--- src/rtl/cpu_pkg.sv ---
// Shared CPU front-end definitions: datapath widths, fetch FSM states
// and the pc register's reset value.
package cpu_pkg;

  localparam int PC_W    = 8;
  localparam int INSTR_W = 19;

  localparam logic [PC_W-1:0] PC_RESET = 8'd0;

  typedef enum logic [1:0] {
    WAIT,
    FETCH,
    HOLD
  } fetch_state_e;

endpackage : cpu_pkg

--- src/rtl/fetch_unit_ifid_buffer.sv ---
// IF/ID pipeline buffer: one registered instruction slot with its address.
// Flush beats load, load beats consume (a same-cycle load overwrites the slot).
module ifid_buffer #(
  parameter int PC_W    = cpu_pkg::PC_W,
  parameter int INSTR_W = cpu_pkg::INSTR_W
) (
  input  logic               clk,
  input  logic               reset,
  input  logic               load_i,
  input  logic               consume_i,
  input  logic               flush_i,
  input  logic [INSTR_W-1:0] instr_i,
  input  logic [PC_W-1:0]    pc_i,
  output logic               valid_o,
  output logic [INSTR_W-1:0] instr_o,
  output logic [PC_W-1:0]    pc_o
);

  logic               valid_q, valid_d;
  logic [INSTR_W-1:0] instr_q, instr_d;
  logic [PC_W-1:0]    pc_q, pc_d;

  always_comb begin
    valid_d = valid_q;
    instr_d = instr_q;
    pc_d    = pc_q;
    if (flush_i) begin
      valid_d = 1'b0;
    end else if (load_i) begin
      valid_d = 1'b1;
      instr_d = instr_i;
      pc_d    = pc_i;
    end else if (consume_i) begin
      valid_d = 1'b0;
    end
  end

  always_ff @(posedge clk or posedge reset) begin
    if (reset) begin
      valid_q <= 1'b0;
      instr_q <= '0;
      pc_q    <= '0;
    end else begin
      valid_q <= valid_d;
      instr_q <= instr_d;
      pc_q    <= pc_d;
    end
  end

  assign valid_o = valid_q;
  assign instr_o = instr_q;
  assign pc_o    = pc_q;

endmodule : ifid_buffer

--- src/rtl/fetch_unit.sv ---
// Instruction-fetch stage: drives the pc register, issues one fetch per
// accepted request and hands instructions to decode through the IF/ID buffer.
module fetch_unit #(
  parameter int PC_W    = cpu_pkg::PC_W,
  parameter int INSTR_W = cpu_pkg::INSTR_W
) (
  input  logic               clk,
  input  logic               reset,
  input  logic [PC_W-1:0]    pc,
  output logic               pcwrite,
  output logic [PC_W-1:0]    next_pc,
  output logic               imem_req,
  output logic [PC_W-1:0]    imem_addr,
  input  logic               imem_ready,
  input  logic [INSTR_W-1:0] imem_rdata,
  input  logic               stall,
  input  logic               redirect,
  input  logic [PC_W-1:0]    redirect_target,
  output logic               if_valid,
  output logic [INSTR_W-1:0] if_instr,
  output logic [PC_W-1:0]    if_pc,
  output logic [15:0]        fetch_count
);
  import cpu_pkg::*;

  fetch_state_e state_q;
  logic [15:0]  count_q, count_d;
  logic         redir;
  logic         free;
  logic         accept;
  logic         consume;

  // A redirect wins over everything; its cycle neither requests nor counts a hand-off.
  always_comb begin
    redir    = redirect && (state_q != WAIT);
    free     = !if_valid || !stall;
    imem_req = (state_q == FETCH) && free && !redirect;
    accept   = imem_req && imem_ready;
    consume  = if_valid && !stall && !redir;
    pcwrite  = redir || accept;
    next_pc  = redir ? redirect_target : pc + PC_W'(1);
    count_d  = (consume && (count_q != 16'hFFFF)) ? count_q + 16'd1 : count_q;
  end

  assign imem_addr   = pc;
  assign fetch_count = count_q;

  always_ff @(posedge clk or posedge reset) begin
    if (reset) begin
      state_q <= WAIT;
      count_q <= '0;
    end else begin
      count_q <= count_d;
      if (redir) begin
        state_q <= FETCH;
      end else begin
        case (state_q)
          WAIT:    state_q <= FETCH;
          FETCH:   if (if_valid && stall) state_q <= HOLD;
          HOLD:    if (!stall) state_q <= FETCH;
          default: state_q <= WAIT;
        endcase
      end
    end
  end

  ifid_buffer #(
    .PC_W    (PC_W),
    .INSTR_W (INSTR_W)
  ) u_ifid_buffer (
    .clk       (clk),
    .reset     (reset),
    .load_i    (accept),
    .consume_i (consume),
    .flush_i   (redir),
    .instr_i   (imem_rdata),
    .pc_i      (pc),
    .valid_o   (if_valid),
    .instr_o   (if_instr),
    .pc_o      (if_pc)
  );

endmodule : fetch_unit

--- config.mk ---
export PLATFORM = sky130hd
export DESIGN_NAME = fetch_unit
export DESIGN_NICKNAME = d
export VERILOG_FILES = /design/src/rtl/cpu_pkg.sv /design/src/rtl/fetch_unit_ifid_buffer.sv /design/src/rtl/fetch_unit.sv
export SDC_FILE = /design/constraint.sdc
export NUM_CORES = 1
export LEC_CHECK = 0
export BUFFER_PORTS_ARGS = -buffer_cell sky130_fd_sc_hd__buf_4
export CAP_MARGIN = 5
export CORE_MARGIN = 2
export CORE_UTILIZATION = 51
export CTS_CLUSTER_DIAMETER = 30
export CTS_CLUSTER_SIZE = 14
export DETAILED_ROUTE_END_ITERATION = 10
export GPL_TIMING_DRIVEN = 0
export MAX_ROUTING_LAYER = met4
export PLACE_DENSITY = 0.85
export SYNTH_ARGS = -nofsm -noshare
export SYNTH_HDL_FRONTEND = slang
export SYNTH_HIERARCHICAL = 1
export SYNTH_SLANG_ARGS = --single-unit
--- constraint.sdc ---
create_clock -name clk -period 2.8 [get_ports clk]
set_input_delay 0.56 -clock clk [delete_from_list [all_inputs] [get_ports clk]]
set_output_delay 0.56 -clock clk [all_outputs]
set_load 0.01 [all_outputs]
Word-level counts from Yosys, hierarchy flattened
Index checks and enable logic that the tools add are counted.
{"block": "classes", "n_mux": 8, "bitwise_logic": 1, "eq_ne": 5, "reduce_logical": 19, "addsub": 2}
{"cell": "$add 16x1->16 const B", "n": 1}
{"cell": "$ne 16x16->1 const B", "n": 1}
{"cell": "$add 8x1->8 const B", "n": 1}
{"cell": "$logic_and 1x1->1", "n": 8}
{"cell": "$mux 8", "n": 1}
{"cell": "$mux 2", "n": 3}
{"cell": "$pmux 2 s3", "n": 1}
{"cell": "$logic_not 1->1", "n": 4}
{"cell": "$reduce_and 2->1", "n": 2}
{"cell": "$mux 1", "n": 3}
{"cell": "$ne 3x2->1 const B", "n": 1}
{"cell": "$ne 3x3->1 const B", "n": 1}
{"cell": "$reduce_bool 3->1", "n": 1}
{"cell": "$eq 2x1->1 const B", "n": 1}
{"cell": "$eq 2x2->1 const B", "n": 1}
{"cell": "$logic_not 2->1", "n": 1}
{"cell": "$logic_or 1x1->1", "n": 2}
{"cell": "$reduce_bool 2->1", "n": 1}
{"cell": "$not 1->1", "n": 1}
{"block": "totals", "input_bits": 40, "regBits": 46, "out_inout_bits": 62}

Logic depth before layout (Yosys ltp)
Gate-level depths: netlist (run 1).
{"block": "depth", "depth_word": 7, "ltp_mapped": 7}

Modules after synthesis
The synthesis (run 1) kept the hierarchy.
{"module": "ifid_buffer", "cells_per_inst": 63, "instances": 1, "area_per_inst_um2": 1163.6}
{"module": "fetch_unit", "cells_per_inst": 132, "instances": 1, "area_per_inst_um2": 1156.1}

Worst setup path after synthesis (run 1)
No wires, ideal clock.
{"block": "synth_timing", "path_type": "input to register", "startpoint": "input port stall", "endpoint": "register u_ifid_buffer.instr_q[0], in the netlist u_ifid_buffer/instr_o[0]", "slack_ns": 0.419, "cell_stages": 6, "setup_ns": 0.125, "n_path_buf": 2, "required_time_ns": 2.675, "arrival_time_ns": 2.256, "path_cell_list": "a2111oi_0 -> and2_1 -> nor2b_4 -> buf_6 -> buf_12 -> mux2_4"}
{"block": "synth_via", "elab_chain_len": 6}
{"element": "start: declaration", "line_no": "fetch_unit.sv:16", "source": "input logic stall,"}
{"element": "$logic_not 1->1"}
{"element": "$logic_or 1x1->1", "line_no": "fetch_unit.sv:36", "source": "free = !if_valid || !stall;"}
{"element": "$logic_and 1x1->1 (2 in a row)", "line_no": "fetch_unit.sv:37", "source": "imem_req = (state_q == FETCH) && free && !redirect;"}
{"element": "$logic_and 1x1->1", "line_no": "fetch_unit.sv:38", "source": "accept = imem_req && imem_ready;"}
{"element": "net accept", "line_no": "fetch_unit.sv:30", "source": "logic accept;"}
{"element": "$reduce_and 2->1 (no source line)"}
{"element": "end signal: assignment", "line_no": "fetch_unit_ifid_buffer.sv:45", "source": "instr_q <= instr_d;"}
{"element": "end: declaration", "line_no": "fetch_unit_ifid_buffer.sv:20", "source": "logic [INSTR_W-1:0] instr_q, instr_d;"}
The timed path passes the listed nets, and every way through them passes these cells.
A chain may end at the register's enable or synchronous reset.

Worst setup path in the final report (run 1)
{"block": "layout_timing", "startpoint": "register state_q[1]", "endpoint": "output port next_pc[6]"}
{"block": "layout_via", "elab_chain_len": 3}
{"element": "start: declaration", "line_no": "fetch_unit.sv:26", "source": "fetch_state_e state_q;"}
{"element": "start signal: assignment", "line_no": "fetch_unit.sv:50", "source": "state_q <= WAIT;"}
{"element": "start signal: assignment", "line_no": "fetch_unit.sv:55", "source": "state_q <= FETCH;"}
{"element": "start signal: assignment", "line_no": "fetch_unit.sv:58", "source": "WAIT: state_q <= FETCH;"}
{"element": "$reduce_bool 2->1", "line_no": "fetch_unit.sv:35", "source": "redir = redirect && (state_q != WAIT);"}
{"element": "$logic_and 1x1->1", "line_no": "fetch_unit.sv:35"}
{"element": "net redir", "line_no": "fetch_unit.sv:28", "source": "logic redir;"}
{"element": "$mux 8", "line_no": "fetch_unit.sv:41", "source": "next_pc = redir ? redirect_target : pc + PC_W'(1);"}
{"element": "end: declaration", "line_no": "fetch_unit.sv:11", "source": "output logic [PC_W-1:0] next_pc,"}
The timed path passes the listed nets, and every way through them passes these cells.

==> impl_metrics.py, run 1 <==
metrics = {
    "layout": {
        "syn2layout_area_growth_pct": 40.35,
        "fraction_of_layout_cells_with_a_size_suffix_above_1": 0.5099,
        "num-nets-final": 345,
        "antenna-diode-count": 0,
        "finalNonFillerCells": 356,
        "final.fill_count": 324,
    },
    "route": {
        "drt_first_pass_iters": 4,
        "via_count": 1832,
        "remaining_drc_errors": 0,
        "routed_via_density": 5.146,
        "drt_wl_total_um": 5703,
        "number_of_drc_markers_after_the_initial_detailed_route_iteration": 70,
        "antenna_violating_nets_post_route": 0,
        "wl_per_cell_um": 16.02,
    },
    "job": {
        "drv_cap": 0,
    },
    "synthesis": {
        "seq_area_frac_synth": 0.4962,
        "synth_edf_count": 0,
        "yosys.area.top_type": "sky130_fd_sc_hd__dfrtp_1",
        "synth.cells.most_frequent": "46 x sky130_fd_sc_hd__dfrtp_1, 20 x sky130_fd_sc_hd__mux2_4, 19 x sky130_fd_sc_hd__nand2_1, 15 x sky130_fd_sc_hd__xor2_1, 9 x sky130_fd_sc_hd__o21ai_0",
        "synth_cells": 195,
        "synth.most_common_cell": "sky130_fd_sc_hd__dfrtp_1",
        "ys_ff_latch": 46,
        "async_set_or_reset_register_ratio_after_synthesis": 1.000,
        "synth_top_cell_area_share": 0.4962,
        "synth_ff_type": "sky130_fd_sc_hd__dfrtp_1",
        "yosys_warnings": 6,
        "ys_top_cells_by_area": "sky130_fd_sc_hd__dfrtp_1 50%, sky130_fd_sc_hd__mux2_4 13%, sky130_fd_sc_hd__xor2_1 5.7%",
        "syn_area_um2": 2320,
        "post_synth_num_cell_types": 35,
        "synthesis.nets": 237,
        "synth_area_per_cell_um2": 11.90,
    },
    "floorplanning": {
        "die_outline_area_um2": 5104,
        "die_h_um": 71.44,
        "die-width_um": 71.44,
        "floorplan.io_pins": 102,
        "initial_core_util": 0.5328,
        "core.rowCount": 24,
        "core_area_um2": 4354,
    },
    "power": {
        "combPwrFrac": 0.315,
        "fin_total_pwr_uw": 2026,
        "power.density_nw_per_um2": 622.2,
        "leakagePower_uw": 0.001656,
        "vdd_ir_max_mv": 0.4227,
        "power_switching_share": 0.2852,
        "power.net_switching_uw": 577.6,
        "power_report.internal_total_uw": 1448,
        "clock_power_share": 0.244,
        "power_frac_seq": 0.440,
    },
    "timing": {
        "skew_ns": 0.01064,
        "worst_pin_slew_ns": 1.060,
        "max_clock_freq_mhz": 423.6,
        "period_share": 0.8432,
        "finalWorstSetupSlack_ns": 0.4391,
        "fin_crit_ns": 2.361,
        "final_hold_viol_count": 0,
        "grt_setup_unrepaired": "no",
        "maxSlewHeadroom": 0.2925,
        "timing.final.max_slew_violations": 0,
        "timing.setup.tns_ns": 0,
        "timing.final.setup_violations": 0,
        "fin_hold_ws_ns": 0.3627,
    },
    "cts": {
        "number_of_instances_resized_during_post_cts_repair": 0,
        "postCtsHoldBufs": 0,
        "ctsHtreeMaxLevel": 2,
        "cts_made_buffers": 5,
        "path_clk_slew_ns": 0.09,
        "cts_max_path_buffers": 2,
        "clock-sinks": 46,
        "clock_network_latency_to_the_later_pin_of_the_worst_skew_pair_ns": 0.30,
        "clock-root-buffer": "sky130_fd_sc_hd__clkbuf_8",
        "tritoncts_clock_tree": "built",
        "cts_setup_buffers": 0,
    },
    "outcome": {
        "status": "finished, final reports clean",
    },
    "place": {
        "detailed_place_hpwl_um": 4488,
        "placement_stage_worst_setup_slack_ns": 0.5092,
        "gpl.final_weighted_congestion": 0.8842,
        "post-place-cells": 348,
        "buffer_ports.inserted": 101,
    },
    "global_routing": {
        "globalRoute.totalOverflow": 0,
        "antenna_found_initial": 0,
        "number_of_global_route_vias_before_repair": 1882,
        "grt_max_degree": 29,
        "globalRouteTotalUtil": 0.2382,
        "first_pass_grt_wire_length_um": 9128,
    },
    "worst_setup_path": {
        "crit_arrival_ns": 1.80,
        "required_ns": 2.24,
        "startpoint_class": "flop",
        "setup.worst_path.end_class": "output port",
        "crit_path_max_fanout": 11,
        "classification_of_the_worst_setup_path": "reg -> out",
    },
    "worst_hold_path": {
        "hold_class": "in -> async",
    },
}
-- state kept, by name, summed over array words and instances, names as in the netlist --
name and cells:
fetch_count 16, state_q 2, u_ifid_buffer/instr_o 19, u_ifid_buffer/pc_o 8, u_ifid_buffer/valid_o 1
-- through the flow --
stage	util	cell area, um^2
global placement	0.7218	3143
detailed placement	0.7218	3143
global route	0.7477	3256
CTS	0.7477	3256
finish	0.7477	3256
floorplan	-	2320
-- final timing paths --
| check | from | endpoint | slack (ns) | depth (start not counted) |
|---|---|---|---|---|
| worst max register to register | fetch_count[0] | fetch_count[1] | 0.63 | 5 |
| worst min register to register | fetch_count[15] | fetch_count[15] | 0.51 | 1 |
| worst min-delay path | reset | fetch_count[5] | 0.36 | 2 |
| max in group asynchronous | reset | u_ifid_buffer/pc_o[0] | 1.62 | 2 |
| min in group clk | redirect | state_q[1] | 0.45 | 2 |
| worst max-delay path | state_q[1] | next_pc[6] | 0.44 | 5 |
-- cells by family after synthesis --
group,synth area share
flops,0.4962
mux,0.1683
xor+xnor,0.07551
compound gates,0.03668
fa+ha+maj,0.01079
simple gates,0.1510
buf+inv,0.06149
-- routing by layer --
layer  part of all wire  wire length [um]  vias up  global-route usage
met5                  0                 0        -                   -
met4              0.016                89        0             0.07757
met3              0.073               418        8             0.05907
met2               0.50              2851       78              0.4033
met1               0.41              2344      859              0.2787
li1                   -                 -      887                   -
-- power groups by stage --
| stage | registers, uW | clock network [uW] | logic (uW) |
|---|---|---|---|
| after global routing | 909 | 537 | 686 |
| after detailed placement | 905 | 0 | 642 |
| after floorplan | 948 | 0 | 249 |
| after global placement | 888 | 0 | 626 |
| after CTS | 892 | 508 | 646 |
| final | 892 | 495 | 638 |
-- cell usage in the layout (no fill, tap or decap), drive strengths merged, types with 3 or more instances in the layout --
| cell | instances |
|---|---|
| nor3 | 8 |
| nor2 | 6 |
| clkbuf | 7 |
| o21ai | 10 |
| dfrtp | 46 |
| buf | 112 |
| inv | 7 |
| nor4 | 5 |
| nand4 | 6 |
| mux2 | 28 |
| nand2 | 19 |
| xnor2 | 5 |
| nand3 | 7 |
| xor2 | 15 |
| a21oi | 3 |
-- area by class of cell --
cell class	instances	area (um^2)	area share
Buffer	13	120.1	0.03689
Clock buffer	5	68.82	0.02114
Clock inverter	3	43.79	0.01345
Inverter	6	22.52	0.006918
Multi-Input combinational cell	130	1026	0.3151
Sequential cell	46	1151	0.3536
Tap cell	52	65.06	0.01998
Timing Repair Buffer	101	758.2	0.2329
-- critical path: stages (launching register included) --
cell and delay, ns:
sky130_fd_sc_hd__dfrtp_1 0.43, sky130_fd_sc_hd__o21ai_2 0.26, sky130_fd_sc_hd__inv_2 0.12, sky130_fd_sc_hd__clkbuf_1 0.28
sky130_fd_sc_hd__o21ai_0 0.27, sky130_fd_sc_hd__buf_4 0.16
(Power assumes the default switching activity.)
==> run 2, diff against run 1 <==
--- a/config.mk
+++ b/config.mk
@@ -8,13 +8,13 @@
 export BUFFER_PORTS_ARGS = -buffer_cell sky130_fd_sc_hd__buf_4
 export CAP_MARGIN = 5
 export CORE_MARGIN = 2
-export CORE_UTILIZATION = 51
+export CORE_UTILIZATION = 47
 export CTS_CLUSTER_DIAMETER = 30
 export CTS_CLUSTER_SIZE = 14
 export DETAILED_ROUTE_END_ITERATION = 10
 export GPL_TIMING_DRIVEN = 0
 export MAX_ROUTING_LAYER = met4
-export PLACE_DENSITY = 0.85
+export PLACE_DENSITY = 0.79
 export SYNTH_ARGS = -nofsm -noshare
 export SYNTH_HDL_FRONTEND = slang
 export SYNTH_HIERARCHICAL = 1
==> constraint.sdc (replaced) <==
create_clock -name clk -period 2.4 [get_ports clk]
set_input_delay 0.48 -clock clk [delete_from_list [all_inputs] [get_ports clk]]
set_output_delay 0.48 -clock clk [all_outputs]
set_load 0.01 [all_outputs]
==> run 2 against run 1 <==
Setup slack worse by 0.25 ns. Non-clock buffer count is the same. Clock-buffer cell count unchanged. Wire length is 5.2% lower. First-iteration DRC count grew 10%. Largest cell class unchanged. Critical path type is now reg -> reg. Clock skew is 0.00092 ns lower. Cell count is 4.2% higher. Clock power up 17%. Global-route usage down 3.0 points. Flip-flop and latch count did not move. Hold slack worse by 0.066 ns. Sequential power is 15% higher.
==> impl_metrics.py, run 2 (synthesis results as in run 1) <==
metrics = {
    "worst_setup_path": {
        "crit_arrival_ns": 2.39,
        "setup.worst_path.end_class": "flop",
        "classification_of_the_worst_setup_path": "reg -> reg",
        "startpoint_class": "flop",
        "regToRegSetupSlack_ns": 0.19,
        "crit_path_max_fanout": 10,
        "critical_path.reg2reg.startpoint": "fetch_count[0]",
        "crit_start": "fetch_count[0]",
        "required_ns": 2.58,
        "crit-reg2reg-capture": "fetch_count[1]",
        "ff2ff_path_depth": 5,
    },
    "place": {
        "placement.cell_area_um2": 3162,
        "placement_stage_worst_setup_slack_ns": 0.1219,
        "buffer_ports.inserted": 101,
        "detailed_place_hpwl_um": 4093,
        "gpl.final_weighted_congestion": 0.7872,
    },
    "route": {
        "number_of_drc_markers_after_the_initial_detailed_route_iteration": 77,
        "via_count": 1878,
        "drt_first_pass_iters": 5,
        "wl_per_cell_um": 14.57,
        "routed_via_density": 5.062,
        "drt_wl_total_um": 5407,
        "remaining_drc_errors": 0,
        "antenna_violating_nets_post_route": 0,
    },
    "power": {
        "leakagePower_uw": 0.001659,
        "vdd_ir_max_mv": 0.4669,
        "power.density_nw_per_um2": 718.7,
    },
    "timing": {
        "skew_ns": 0.009715,
        "maxSlewHeadroom": 0.2956,
        "grt_setup_unrepaired": "no",
        "timing.final.setup_violations": 0,
        "finalWorstSetupSlack_ns": 0.1917,
        "max_clock_freq_mhz": 452.8,
        "worst_pin_slew_ns": 1.055,
        "final_hold_viol_count": 0,
        "fin_hold_ws_ns": 0.2965,
        "timing.setup.tns_ns": 0,
        "fin_crit_ns": 2.208,
        "period_share": 0.9201,
        "timing.final.max_slew_violations": 0,
    },
    "layout": {
        "finish.instance_area_um2": 3277,
        "largest_register_ff_count": 19,
        "antenna-diode-count": 0,
        "layout.cells.most_common_list": "109 x sky130_fd_sc_hd__buf_4, 46 x sky130_fd_sc_hd__dfrtp_1, 20 x sky130_fd_sc_hd__mux2_4",
        "final.fill_count": 371,
        "utilization_after_layout": 0.6892,
        "fraction_of_layout_cells_with_a_size_suffix_above_1": 0.5132,
        "num-nets-final": 345,
        "syn2layout_area_growth_pct": 41.26,
        "layout_commonest_cell": "sky130_fd_sc_hd__buf_4",
    },
    "cts": {
        "clock_network_latency_to_the_later_pin_of_the_worst_skew_pair_ns": 0.30,
        "path_clk_slew_ns": 0.09,
        "postCtsHoldBufs": 0,
        "cts_made_buffers": 5,
        "tritoncts_clock_tree": "built",
        "ctsHtreeMaxLevel": 2,
        "clock-root-buffer": "sky130_fd_sc_hd__clkbuf_8",
        "cts_max_path_buffers": 2,
        "clock-sinks": 46,
    },
    "worst_hold_path": {
        "hold_class": "in -> async",
    },
    "job": {
        "drv_cap": 0,
    },
    "global_routing": {
        "grt_max_degree": 29,
        "first_pass_grt_wire_length_um": 8556,
        "globalRouteTotalUtil": 0.2083,
        "globalRoute.totalOverflow": 0,
        "antenna_found_initial": 0,
        "number_of_global_route_vias_before_repair": 1846,
    },
    "floorplanning": {
        "initial_core_util": 0.4879,
        "core.rowCount": 25,
        "die_outline_area_um2": 5514,
        "core_area_um2": 4755,
        "die-width_um": 74.26,
        "floorplan.io_pins": 102,
        "die_h_um": 74.26,
    },
    "outcome": {
        "status": "finished, final reports clean",
    },
}
-- run 2: worst max-delay path by stage --
stage / depth (start not counted) / to / slack, ns
after floorplan: 6 / u_ifid_buffer/instr_o[0] / 0.08
after global placement: 7 / u_ifid_buffer/instr_o[7] / 0.17
after detailed placement: 7 / u_ifid_buffer/instr_o[4] / 0.12
after CTS: 4 / pcwrite / 0.11
after global routing: 5 / fetch_count[1] / 0.01
final: 5 / fetch_count[1] / 0.19
-- run 2: metal layers --
layer / wire length, um / share of wire / track usage / vias up
li1: - / - / - / 888
met4: 42 / 0.0078 / 0.06349 / 0
met3: 425 / 0.079 / 0.05285 / 5
met2: 2659 / 0.49 / 0.3462 / 79
met5: 0 / 0 / - / -
met1: 2279 / 0.42 / 0.2509 / 906
-- run 2: critical path, stage by stage, from the launching register on --
cell                      delay [ns]
sky130_fd_sc_hd__dfrtp_1        0.43
sky130_fd_sc_hd__ha_1           0.20
sky130_fd_sc_hd__nand3_1        0.16
sky130_fd_sc_hd__nor4_2         0.81
sky130_fd_sc_hd__nor2_1         0.18
sky130_fd_sc_hd__mux2_2         0.31
-- run 2: power by group --
group	switching, uW	leakage [uW]	internal [uW]
combinational	291	0.00103	454
sequential	106	0.000574	925
clock	268	0.0000585	312
-- run 2: layout make-up --
class	count	area, um^2	share of cell area
Inverter	6	22.52	0.006873
Timing Repair Buffer	101	758.2	0.2314
Tap cell	67	83.83	0.02558
Clock buffer	5	68.82	0.02100
Sequential cell	46	1151	0.3513
Clock inverter	3	43.79	0.01336
Multi-Input combinational cell	130	1027	0.3135
Buffer	13	121.4	0.03704
-- run 2: what timing repair did --
item                                    4_1_cts  5_1_grt
hold endpoints to repair                      0        0
setup buffers                                 0        0
endpoints found under the setup margin        0        3
resized for setup                             0        3
-- run 2: stage by stage --
stage	power [uW]	std cells
after floorplan	1396	195
after global placement	1769	363
after detailed placement	1794	363
after CTS	2384	371
after global routing	2488	371
final	2355	371
